## config.mk

```make
export PLATFORM = sky130hd
export DESIGN_NAME = wb_arbiter2
export DESIGN_NICKNAME = d
export VERILOG_FILES = /design/src/rtl/wb_defs_pkg.sv /design/src/rtl/wb_arb_watchdog.sv /design/src/rtl/wb_arbiter2.sv
export SDC_FILE = /design/constraint.sdc
export NUM_CORES = 1
export LEC_CHECK = 0
export ABC_CLOCK_PERIOD_IN_PS = 1800
export BUFFER_PORTS_ARGS = -buffer_cell sky130_fd_sc_hd__buf_4
export CAP_MARGIN = 20
export CORE_AREA = 4 4 122 124
export DETAILED_ROUTE_END_ITERATION = 16
export DIE_AREA = 0 0 126 128
export PLACE_DENSITY = 0.44
export SLEW_MARGIN = 20
export SYNTH_ARGS = -nofsm -noshare
export SYNTH_HDL_FRONTEND = slang
export SYNTH_SLANG_ARGS = --single-unit
```

## constraint.sdc

```tcl
create_clock -name clk -period 1.8 [get_ports clk]
set_input_delay 0.54 -clock clk [delete_from_list [all_inputs] [get_ports clk]]
set_output_delay 0.54 -clock clk [all_outputs]
set_load 0.005 [all_outputs]
```

## src/rtl/wb_defs_pkg.sv

```systemverilog
// Shared Wishbone arbiter definitions: grant codes, FSM state encodings, grant helper.
// Latency: n/a (package only).
// Backpressure: n/a (package only).
// The state encodings match the one-hot grant codes, so a later N-master arbiter
// can reuse the same scheme.
package wb_defs_pkg;

    localparam logic [1:0] GNT_NONE = 2'b00;
    localparam logic [1:0] GNT_M0   = 2'b01;
    localparam logic [1:0] GNT_M1   = 2'b10;

    typedef enum logic [1:0] {
        ST_IDLE = 2'b00,
        ST_GNT0 = 2'b01,
        ST_GNT1 = 2'b10
    } state_t;

    function automatic logic [1:0] state_to_gnt(input state_t s);
        logic [1:0] g;
        g = GNT_NONE;
        case (s)
            ST_GNT0: g = GNT_M0;
            ST_GNT1: g = GNT_M1;
            default: g = GNT_NONE;
        endcase
        return g;
    endfunction

endpackage

```

## src/rtl/wb_arb_watchdog.sv

```systemverilog
// Slave-ack watchdog: counts stalled strobe cycles and emits a one-cycle timeout pulse.
// Latency: pulse is combinational from the counter; it fires when the count reaches timeout.
// Backpressure: none; the counter runs only while the slave leaves a strobe unanswered.
// Ports:
//   clk, reset     clock, asynchronous active-high reset
//   stb            muxed slave strobe (before the timeout forcing)
//   ack, err       slave response; either one clears the count
//   gnt_chg        grant is about to change; clears the count
//   timeout_pulse  high for exactly one cycle when the limit is reached
module wb_arb_watchdog #(
    parameter int timeout = 255
) (
    input  logic clk,
    input  logic reset,
    input  logic stb,
    input  logic ack,
    input  logic err,
    input  logic gnt_chg,
    output logic timeout_pulse
);

    logic [15:0] cnt;

    assign timeout_pulse = (cnt == 16'(timeout));

    always_ff @(posedge clk or posedge reset) begin
        if (reset) begin
            cnt <= '0;
        end else if (gnt_chg || ack || err || timeout_pulse) begin
            cnt <= '0;
        end else if (stb) begin
            cnt <= cnt + 16'd1;
        end
    end

endmodule

```

## src/rtl/wb_arbiter2.sv

```systemverilog
// Two-master to one-slave Wishbone arbiter, round-robin, grant held for a whole cyc burst.
// Latency: grant is registered (slave sees a request one cycle after cyc rises); data/ack paths are combinational.
// Backpressure: the losing master simply waits with cyc high; the granted master is stalled by the slave's ack.
// Optional feature: define WB_ARB_TIMEOUT_EN to add a slave-ack watchdog that returns err after `timeout` stalled cycles.
// Ports:
//   clk, reset                      clock, asynchronous active-high reset
//   m0_*/m1_*                       master Wishbone ports (adr/dat/sel/we/cyc/stb in, dat/ack/err out)
//   s_*                             slave Wishbone port (muxed request out, dat/ack/err in)
//   gnt_o                           one-hot current grant (00 = idle)
module wb_arbiter2
    import wb_defs_pkg::*;
#(
    parameter int adr_width = 32,
    parameter int dat_width = 32,
    parameter int timeout   = 255
) (
    input  logic                   clk,
    input  logic                   reset,

    input  logic [adr_width-1:0]   m0_adr_i,
    input  logic [dat_width-1:0]   m0_dat_i,
    output logic [dat_width-1:0]   m0_dat_o,
    input  logic [dat_width/8-1:0] m0_sel_i,
    input  logic                   m0_we_i,
    input  logic                   m0_cyc_i,
    input  logic                   m0_stb_i,
    output logic                   m0_ack_o,
    output logic                   m0_err_o,

    input  logic [adr_width-1:0]   m1_adr_i,
    input  logic [dat_width-1:0]   m1_dat_i,
    output logic [dat_width-1:0]   m1_dat_o,
    input  logic [dat_width/8-1:0] m1_sel_i,
    input  logic                   m1_we_i,
    input  logic                   m1_cyc_i,
    input  logic                   m1_stb_i,
    output logic                   m1_ack_o,
    output logic                   m1_err_o,

    output logic [adr_width-1:0]   s_adr_o,
    output logic [dat_width-1:0]   s_dat_o,
    output logic [dat_width/8-1:0] s_sel_o,
    output logic                   s_we_o,
    output logic                   s_cyc_o,
    output logic                   s_stb_o,
    input  logic [dat_width-1:0]   s_dat_i,
    input  logic                   s_ack_i,
    input  logic                   s_err_i,

    output logic [1:0]             gnt_o
);

    state_t state, state_nxt;
    logic   last, last_nxt;     // last granted master; 1 after reset so m0 wins the first tie
    logic   s_stb_raw;
    logic   to_pulse;

    // State register
    always_ff @(posedge clk or posedge reset) begin
        if (reset) begin
            state <= ST_IDLE;
            last  <= 1'b1;
        end else begin
            state <= state_nxt;
            last  <= last_nxt;
        end
    end

    // Next-state: hold grant while cyc stays high; on release hand over directly
    // to a waiting master so back-to-back bursts have no idle bubble.
    always_comb begin
        state_nxt = state;
        last_nxt  = last;
        case (state)
            ST_IDLE: begin
                if (m0_cyc_i && m1_cyc_i) begin
                    state_nxt = last ? ST_GNT0 : ST_GNT1;
                end else if (m0_cyc_i) begin
                    state_nxt = ST_GNT0;
                end else if (m1_cyc_i) begin
                    state_nxt = ST_GNT1;
                end
            end
            ST_GNT0: begin
                if (!m0_cyc_i) begin
                    last_nxt  = 1'b0;
                    state_nxt = m1_cyc_i ? ST_GNT1 : ST_IDLE;
                end
            end
            ST_GNT1: begin
                if (!m1_cyc_i) begin
                    last_nxt  = 1'b1;
                    state_nxt = m0_cyc_i ? ST_GNT0 : ST_IDLE;
                end
            end
            default: begin
                state_nxt = ST_IDLE;
                last_nxt  = 1'b1;
            end
        endcase
    end

    // Request mux and response routing; everything is zero while idle.
    always_comb begin
        s_adr_o   = '0;
        s_dat_o   = '0;
        s_sel_o   = '0;
        s_we_o    = 1'b0;
        s_cyc_o   = 1'b0;
        s_stb_raw = 1'b0;
        m0_ack_o  = 1'b0;
        m0_err_o  = 1'b0;
        m1_ack_o  = 1'b0;
        m1_err_o  = 1'b0;
        case (state)
            ST_GNT0: begin
                s_adr_o   = m0_adr_i;
                s_dat_o   = m0_dat_i;
                s_sel_o   = m0_sel_i;
                s_we_o    = m0_we_i;
                s_cyc_o   = m0_cyc_i;
                s_stb_raw = m0_stb_i;
                m0_ack_o  = s_ack_i;
                m0_err_o  = s_err_i | to_pulse;
            end
            ST_GNT1: begin
                s_adr_o   = m1_adr_i;
                s_dat_o   = m1_dat_i;
                s_sel_o   = m1_sel_i;
                s_we_o    = m1_we_i;
                s_cyc_o   = m1_cyc_i;
                s_stb_raw = m1_stb_i;
                m1_ack_o  = s_ack_i;
                m1_err_o  = s_err_i | to_pulse;
            end
            default: ;
        endcase
    end

    // The timeout cycle withdraws the strobe so the slave never sees a beat
    // that the master has already been told failed.
    assign s_stb_o  = s_stb_raw & ~to_pulse;
    assign m0_dat_o = s_dat_i;
    assign m1_dat_o = s_dat_i;
    assign gnt_o    = state_to_gnt(state);

`ifdef WB_ARB_TIMEOUT_EN
    wb_arb_watchdog #(
        .timeout (timeout)
    ) u_watchdog (
        .clk           (clk),
        .reset         (reset),
        .stb           (s_stb_raw),
        .ack           (s_ack_i),
        .err           (s_err_i),
        .gnt_chg       (state_nxt != state),
        .timeout_pulse (to_pulse)
    );
`else
    // No watchdog: err is a pure pass-through. This is constant 0 for any legal limit.
    assign to_pulse = (timeout == 0);
`endif

endmodule
```

==> results of run 1 <==
-- cell usage after synthesis, drive strengths merged --
cell type	count
nand2	1
a22o	2
clkbuf	9
o21ai	3
nor2	2
nor2b	71
and2	4
nor4b	2
o2bb2ai	1
a211oi	1
a22oi	71
buf	79
inv	4
ha	6
dfstp	1
nand2b	1
dfrtp	2
-- registers in the layout, indices dropped and copies added, names as in the netlist --
name and cells:
state 2, last 1
-- logic make-up (layout without fill, tap and decap cells) --
kind of cell	count (synthesis)	in the layout	share of synthesized area [%]
buffers and inverters	92	258	33.3
and+or+nand+nor	81	81	27.3
AOI/OAI and AO/OA	78	78	31.3
adders and majority gates	6	6	4.01
DFF	3	3	4.08
-- worst max-delay path, stage by stage (launching register included) --
cell,delay [ps]
dfrtp_1,410
inv_2,140
ha_4,240
buf_12,180
a22oi_2,100
nor2b_1,140
buf_4,120
-- layout make-up --
| cell class | instances | area (µm²) |
|---|---|---|
| fill | 1489 | 9850 |
| timing repair buffer | 250 | 2130 |
| inverter | 4 | 15.0 |
| multi-input combinational | 165 | 1400 |
| clock buffer | 4 | 78.8 |
| tap | 180 | 225 |
| sequential | 3 | 76.3 |
-- power breakdown --
part           leakage (nW)  internal, W  switching [W]
clock                0.0382     0.000293      0.0000716
sequential           0.0364     0.000106      0.0000228
combinational          1.66      0.00281        0.00214
-- per-layer routing --
metal	vias up	routed length (µm)
li1	1186	-
met1	1178	3560
met2	167	5740
met3	43	931
met4	0	356
met5	-	0
-- final timing paths --
kind	to	start	cells past startpoint	slack (ps)
min in group clk	last	last	2	480
worst min register to register	last	last	2	480
worst max register to register	state[0]	state[0]	8	10
worst min-delay path	state[1]	reset	2	190
worst max-delay path	s_sel_o[1]	state[0]	6	-310
max in group asynchronous	last	reset	2	1380
-- stage by stage --
| stage | instance area [µm²] | power (W) | util, % | std cells |
|---|---|---|---|---|
| floorplan | 1880 | 0.00224 | - | 260 |
| global placement | 3340 | 0.00388 | 24.2 | 587 |
| detailed placement | 3340 | 0.00392 | 24.2 | 587 |
| CTS | 3830 | 0.00536 | 27.8 | 602 |
| global route | 3920 | 0.00583 | 28.5 | 606 |
| finish | 3920 | 0.00545 | 28.5 | 606 |
-- what timing repair did --
action / 4_1_cts / 5_1_grt
gates resized for setup: 48 / 12
cloned: 4 / 3
endpoints found under the setup margin: 75 / 78
hold buffers: 0 / 0
setup buffers: 7 / 3
pin swaps: 8 / 3
==> qor.csv, run 1 <==
stage;metric;value;unit
floorplan;die_y;128;µm
route;wire_per_inst;17.5;µm
floorplan;ios;319;
status;failed_checks;negative setup slack;
setup_path;critPathLaunchType;flop;
grt;use_met1;11.2;%
logic_synthesis;ys_seq_area_share;4.07;%
place;port_buffers;222;
floorplan;core;13800;µm²
setup_path;path_max_fanout;16;
sta;tns;-19720;ps
sta;relSlewSlack;83.8;%
clock_tree;cts.path.max_buffers;2;
route;wl;10600;µm
cells_and_area;final_cell_mix;buf_4, nor2b_1, a22oi_1;
setup_path;critical_path_class;flop to output pin;
grt;use_met2;21.5;%
route;drc;0;
cells_and_area;drive_gt1_share;70.7;%
grt;grt_antenna_before_repair;0;
clock_tree;cts_root_buf;clkbuf_16;
worst_hold_path;hold_path_class;primary input to async pin;
sta;fmax;474;MHz
place;gp_congestion;0.809;
place;pre_cts_ws;-219;ps
floorplan;start_util;13.6;%
floorplan;std_cell_rows;43;
cells_and_area;fin_nets;611;
route;drt-initial-drc-count;49;
logic_synthesis;yosysWarnings;0;
clock_tree;cts_buffers;3;
sta;hold_ws;195;ps
grt;grt_pass1_wl;14200;µm
sta;drv_slew;0;
grt;grt_pass1_vias;2685;
cells_and_area;areaGrowthSynthToFinish;109;%
sta;max_slew.worst_pin.slew;243;ps
sta;hold_viol_final;0;
sta;fin_skew;2.13;ps
floorplan;die_area;16100;µm²
grt;met3_usage;2.54;%
grt;grt_overflow_total;0;
clock_tree;clk_latency;230;ps
route;dr.pass1.iters;4;
power_and_ir_drop;cellPowerDensity;1390;nW/µm²
grt;grt_start_max_net_pins;32;
place;dp_hpwl;7360;µm
cells_and_area;num_antenna_cells;0;
logic_synthesis;synth_fp_nets;444;
power_and_ir_drop;ir_drop;0.000451;V
floorplan;die_x;126;µm
run;drv_cap;0;
grt;grt_usage;11.2;%
sta;fin_crit;2110;ps
power_and_ir_drop;p_leak;1.73;nW
sta;finalCritPeriodShare;117;%
route;drtAntennaViolNets;0;
logic_synthesis;yosys_register_bits;3;
cells_and_area;layout_commonest_cell;buf_4;
logic_synthesis;synthTopCellsByArea;a22oi_1, buf_4, nor2b_1, ha_1, buf_2;
clock_tree;cts.sinks;3;
setup_path;cp.required;1260;ps
logic_synthesis;avgSynthCellArea;7.20;µm²
sta;rsz0062_at_grt;yes;
route;num_vias;2574;
logic_synthesis;syn_inst;260;
sta;setup_slack;-312;ps
grt;grt_busiest_layer;met2;
setup_path;cp-end-kind;output pin;
logic_synthesis;synth_top_cell_area_share;28.1;%
setup_path;crit_arrival;1570;ps
clock_tree;cts.clk_slew.worst_paths;30;ps
logic_synthesis;yosysUniqueCellTypes;23;
logic_synthesis;syn_area;1870;µm²
clock_tree;cts_tree;done;
logic_synthesis;synth.largest_area_cell;a22oi_1;
clock_tree;htreeDepth;1;
route;vias_per_cell;4.25;
sta;finalSetupViolations;76;
status;run_status;complete, but fails checks;
Power figures use the tool's default switching activity.
==> run 2, diff against run 1 <==
ABC_AREA = 1   (was unset)
CORE_AREA = 4 4 123 125   (was 4 4 122 124)
DIE_AREA = 0 0 127 129   (was 0 0 126 128)
PLACE_DENSITY = 0.43   (was 0.44)
==> run 2 against run 1 <==
The flow still finishes with violations (negative setup slack). Highest routed layer unchanged. Critical endpoint is now s_dat_o[1]. Clock skew hardly changed. Area after synthesis is 3.5% lower. Wire length down 2.2%. Synthesized cell count grew 33%. Sequential power shrank 9%. Register-to-register slack improved by 220 ps. Non-clock buffer count is 10 higher.
==> qor.csv, run 2 <==
stage;metric;value;unit
status;run_status;complete, but fails checks;
status;failed_checks;negative setup slack;
logic_synthesis;synthTopCellsByCount;nand2_1, a21oi_1, buf_4, inv_1, clkbuf_1;
setup_path;crit_arrival;1570;ps
cells_and_area;num_antenna_cells;0;
setup_path;cp.required;1260;ps
sta;fin_crit;2110;ps
clock_tree;cts.path.max_buffers;2;
cells_and_area;final_cell_mix;buf_4, nand2_1, a21oi_2;
cells_and_area;fin_util;30.2;%
logic_synthesis;synth_fp_nets;529;
sta;drv_slew;0;
logic_synthesis;avgSynthCellArea;5.24;µm²
cells_and_area;fillers;1470;
clock_tree;htreeDepth;1;
clock_tree;cts_buffers;3;
grt;grt_start_max_net_pins;38;
run;drv_cap;0;
power_and_ir_drop;cellPowerDensity;1350;nW/µm²
power_and_ir_drop;p_leak;2.04;nW
power_and_ir_drop;power;0.00566;W
place;gp_congestion;0.838;
clock_tree;cts_tree;done;
grt;grt_overflow_total;0;
place;port_buffers;222;
cells_and_area;multi_input_area;1510;µm²
route;wl;10400;µm
cells_and_area;regMostFlops;state;
sta;fmax;475;MHz
logic_synthesis;synthFlopType;dfrtp_1;
cells_and_area;fin_nets;707;
sta;max_slew.worst_pin.slew;185;ps
sta;hold_viol_final;0;
place;placed_area;3260;µm²
logic_synthesis;yosysWarnings;0;
floorplan;die_x;127;µm
logic_synthesis;synth.largest_area_cell;nand2_1;
clock_tree;cts.clk_slew.worst_paths;30;ps
sta;setup_slack;-305;ps
route;drt-initial-drc-count;52;
logic_synthesis;syn_inst;345;
logic_synthesis;yosys_register_bits;3;
cells_and_area;largest_register_ffs;2;
logic_synthesis;async_flop_share;100;%
sta;rsz0062_at_grt;yes;
logic_synthesis;ys_seq_area_share;4.22;%
floorplan;die_area;16400;µm²
logic_synthesis;synth-edff-count;0;
setup_path;path_max_fanout;8;
setup_path;critical_path_class;flop to output pin;
route;drc;0;
setup_path;cp-end-kind;output pin;
power_and_ir_drop;ir_drop;0.000724;V
setup_path;cp-startpoint;state[0];
route;wire_per_inst;14.7;µm
clock_tree;cts_root_buf;clkbuf_16;
place;placedCellCount;675;
floorplan;ios;319;
logic_synthesis;yosysUniqueCellTypes;14;
floorplan;start_util;13.0;%
floorplan;die_y;129;µm
grt;grt_usage;9.95;%
cells_and_area;final_area;4190;µm²
cells_and_area;layout_commonest_cell;buf_4;
cells_and_area;instances_no_fill;702;
grt;grt_pass1_wl;13400;µm
cells_and_area;top_regs;state: 2 flops, last: 1 flops;
route;num_vias;2861;
place;dp_hpwl;6940;µm
route;vias_per_cell;4.08;
logic_synthesis;syn_area;1810;µm²
sta;fin_skew;2.32;ps
cells_and_area;drive_gt1_share;68.8;%
sta;relSlewSlack;87.6;%
clock_tree;cts.sinks;3;
clock_tree;clk_latency;230;ps
logic_synthesis;synth_top_cell_area_share;33.9;%
route;dr.pass1.iters;4;
setup_path;critPathLaunchType;flop;
worst_hold_path;hold_path_class;primary input to async pin;
grt;grt_antenna_before_repair;0;
sta;finalCritPeriodShare;117;%
setup_path;reg2reg_from;state[1];
grt;grt_pass1_vias;2711;
floorplan;std_cell_rows;43;
logic_synthesis;synth.most_common_cell;nand2_1;
cells_and_area;seq_area;76.3;µm²
cells_and_area;areaGrowthSynthToFinish;132;%
floorplan;core;13900;µm²
route;drtAntennaViolNets;0;
sta;finalSetupViolations;76;
logic_synthesis;synthTopCellsByArea;nand2_1, buf_4, a21oi_1, ha_1, buf_6;
==> run 2: critical path: stages, from the launching register on <==
cell	delay (ps)
dfrtp_1	390
inv_2	120
ha_4	190
buf_12	140
buf_12	150
nand2_1	80
a21oi_2	130
buf_4	120
==> run 2: power by group <==
group          internal (W)  total (W)  leakage (nW)  switching [W]
registers         0.0000999   0.000118        0.0360      0.0000181
logic               0.00264    0.00519          1.97        0.00255
clock network      0.000293   0.000356        0.0382      0.0000638
==> run 2: metrics by stage <==
step                      setup TNS [ps]  setup WS [ps]  hold slack, ps
final                             -18520           -305             192
after CTS                         -19710           -307             193
after global placement             -1580           -117             423
after floorplan                        0           34.1             293
after global routing              -23400           -375             212
after detailed placement           -2740           -126             431
==> run 2: path summary, 6_finish.rpt <==
path | cells after the start | endpoint | slack (ps)
worst max-delay path | 7 | s_dat_o[1] | -310
worst min-delay path | 2 | state[0] | 190
worst max register to register | 10 | state[0] | 230
worst min register to register | 1 | last | 540
max in group asynchronous | 2 | last | 1390
min in group clk | 1 | last | 540
==> run 2: kinds of logic (layout without fill, tap and decap cells) <==
| group | count (synthesis) | count (layout) | share of synthesized area (%) |
|---|---|---|---|
| buf+inv | 97 | 274 | 36.8 |
| simple gates | 168 | 168 | 35.0 |
| fa+ha+maj | 6 | 6 | 4.16 |
| flops | 3 | 3 | 4.22 |
| compound gates | 71 | 71 | 19.8 |
==> run 2: layout make-up <==
class | count | share of cell area, %
Timing Repair Buffer | 260 | 53.9
Multi-Input combinational cell | 245 | 36.0
Tap cell | 180 | 5.38
Clock buffer | 4 | 1.88
Sequential cell | 3 | 1.82
Inverter | 10 | 1.08
==> run 2: routing by layer <==
layer  routed length (µm)  up-vias  share of wire [%]  GRT usage, %
met1                 3920     1284                 38          11.6
met3                 1000       28                9.7          2.70
met2                 5090      180                 49          17.7
met5                    0        -                  0             0
li1                     -     1369                  -             -
met4                  335        0                3.2          3.28
==> run 2: repair_timing <==
item	4_1_cts	5_1_grt
gates resized for setup	36	93
cloned	4	8
pin swaps	0	43
endpoints found under the setup margin	75	78
hold buffers	0	0
buffers inserted	3	9
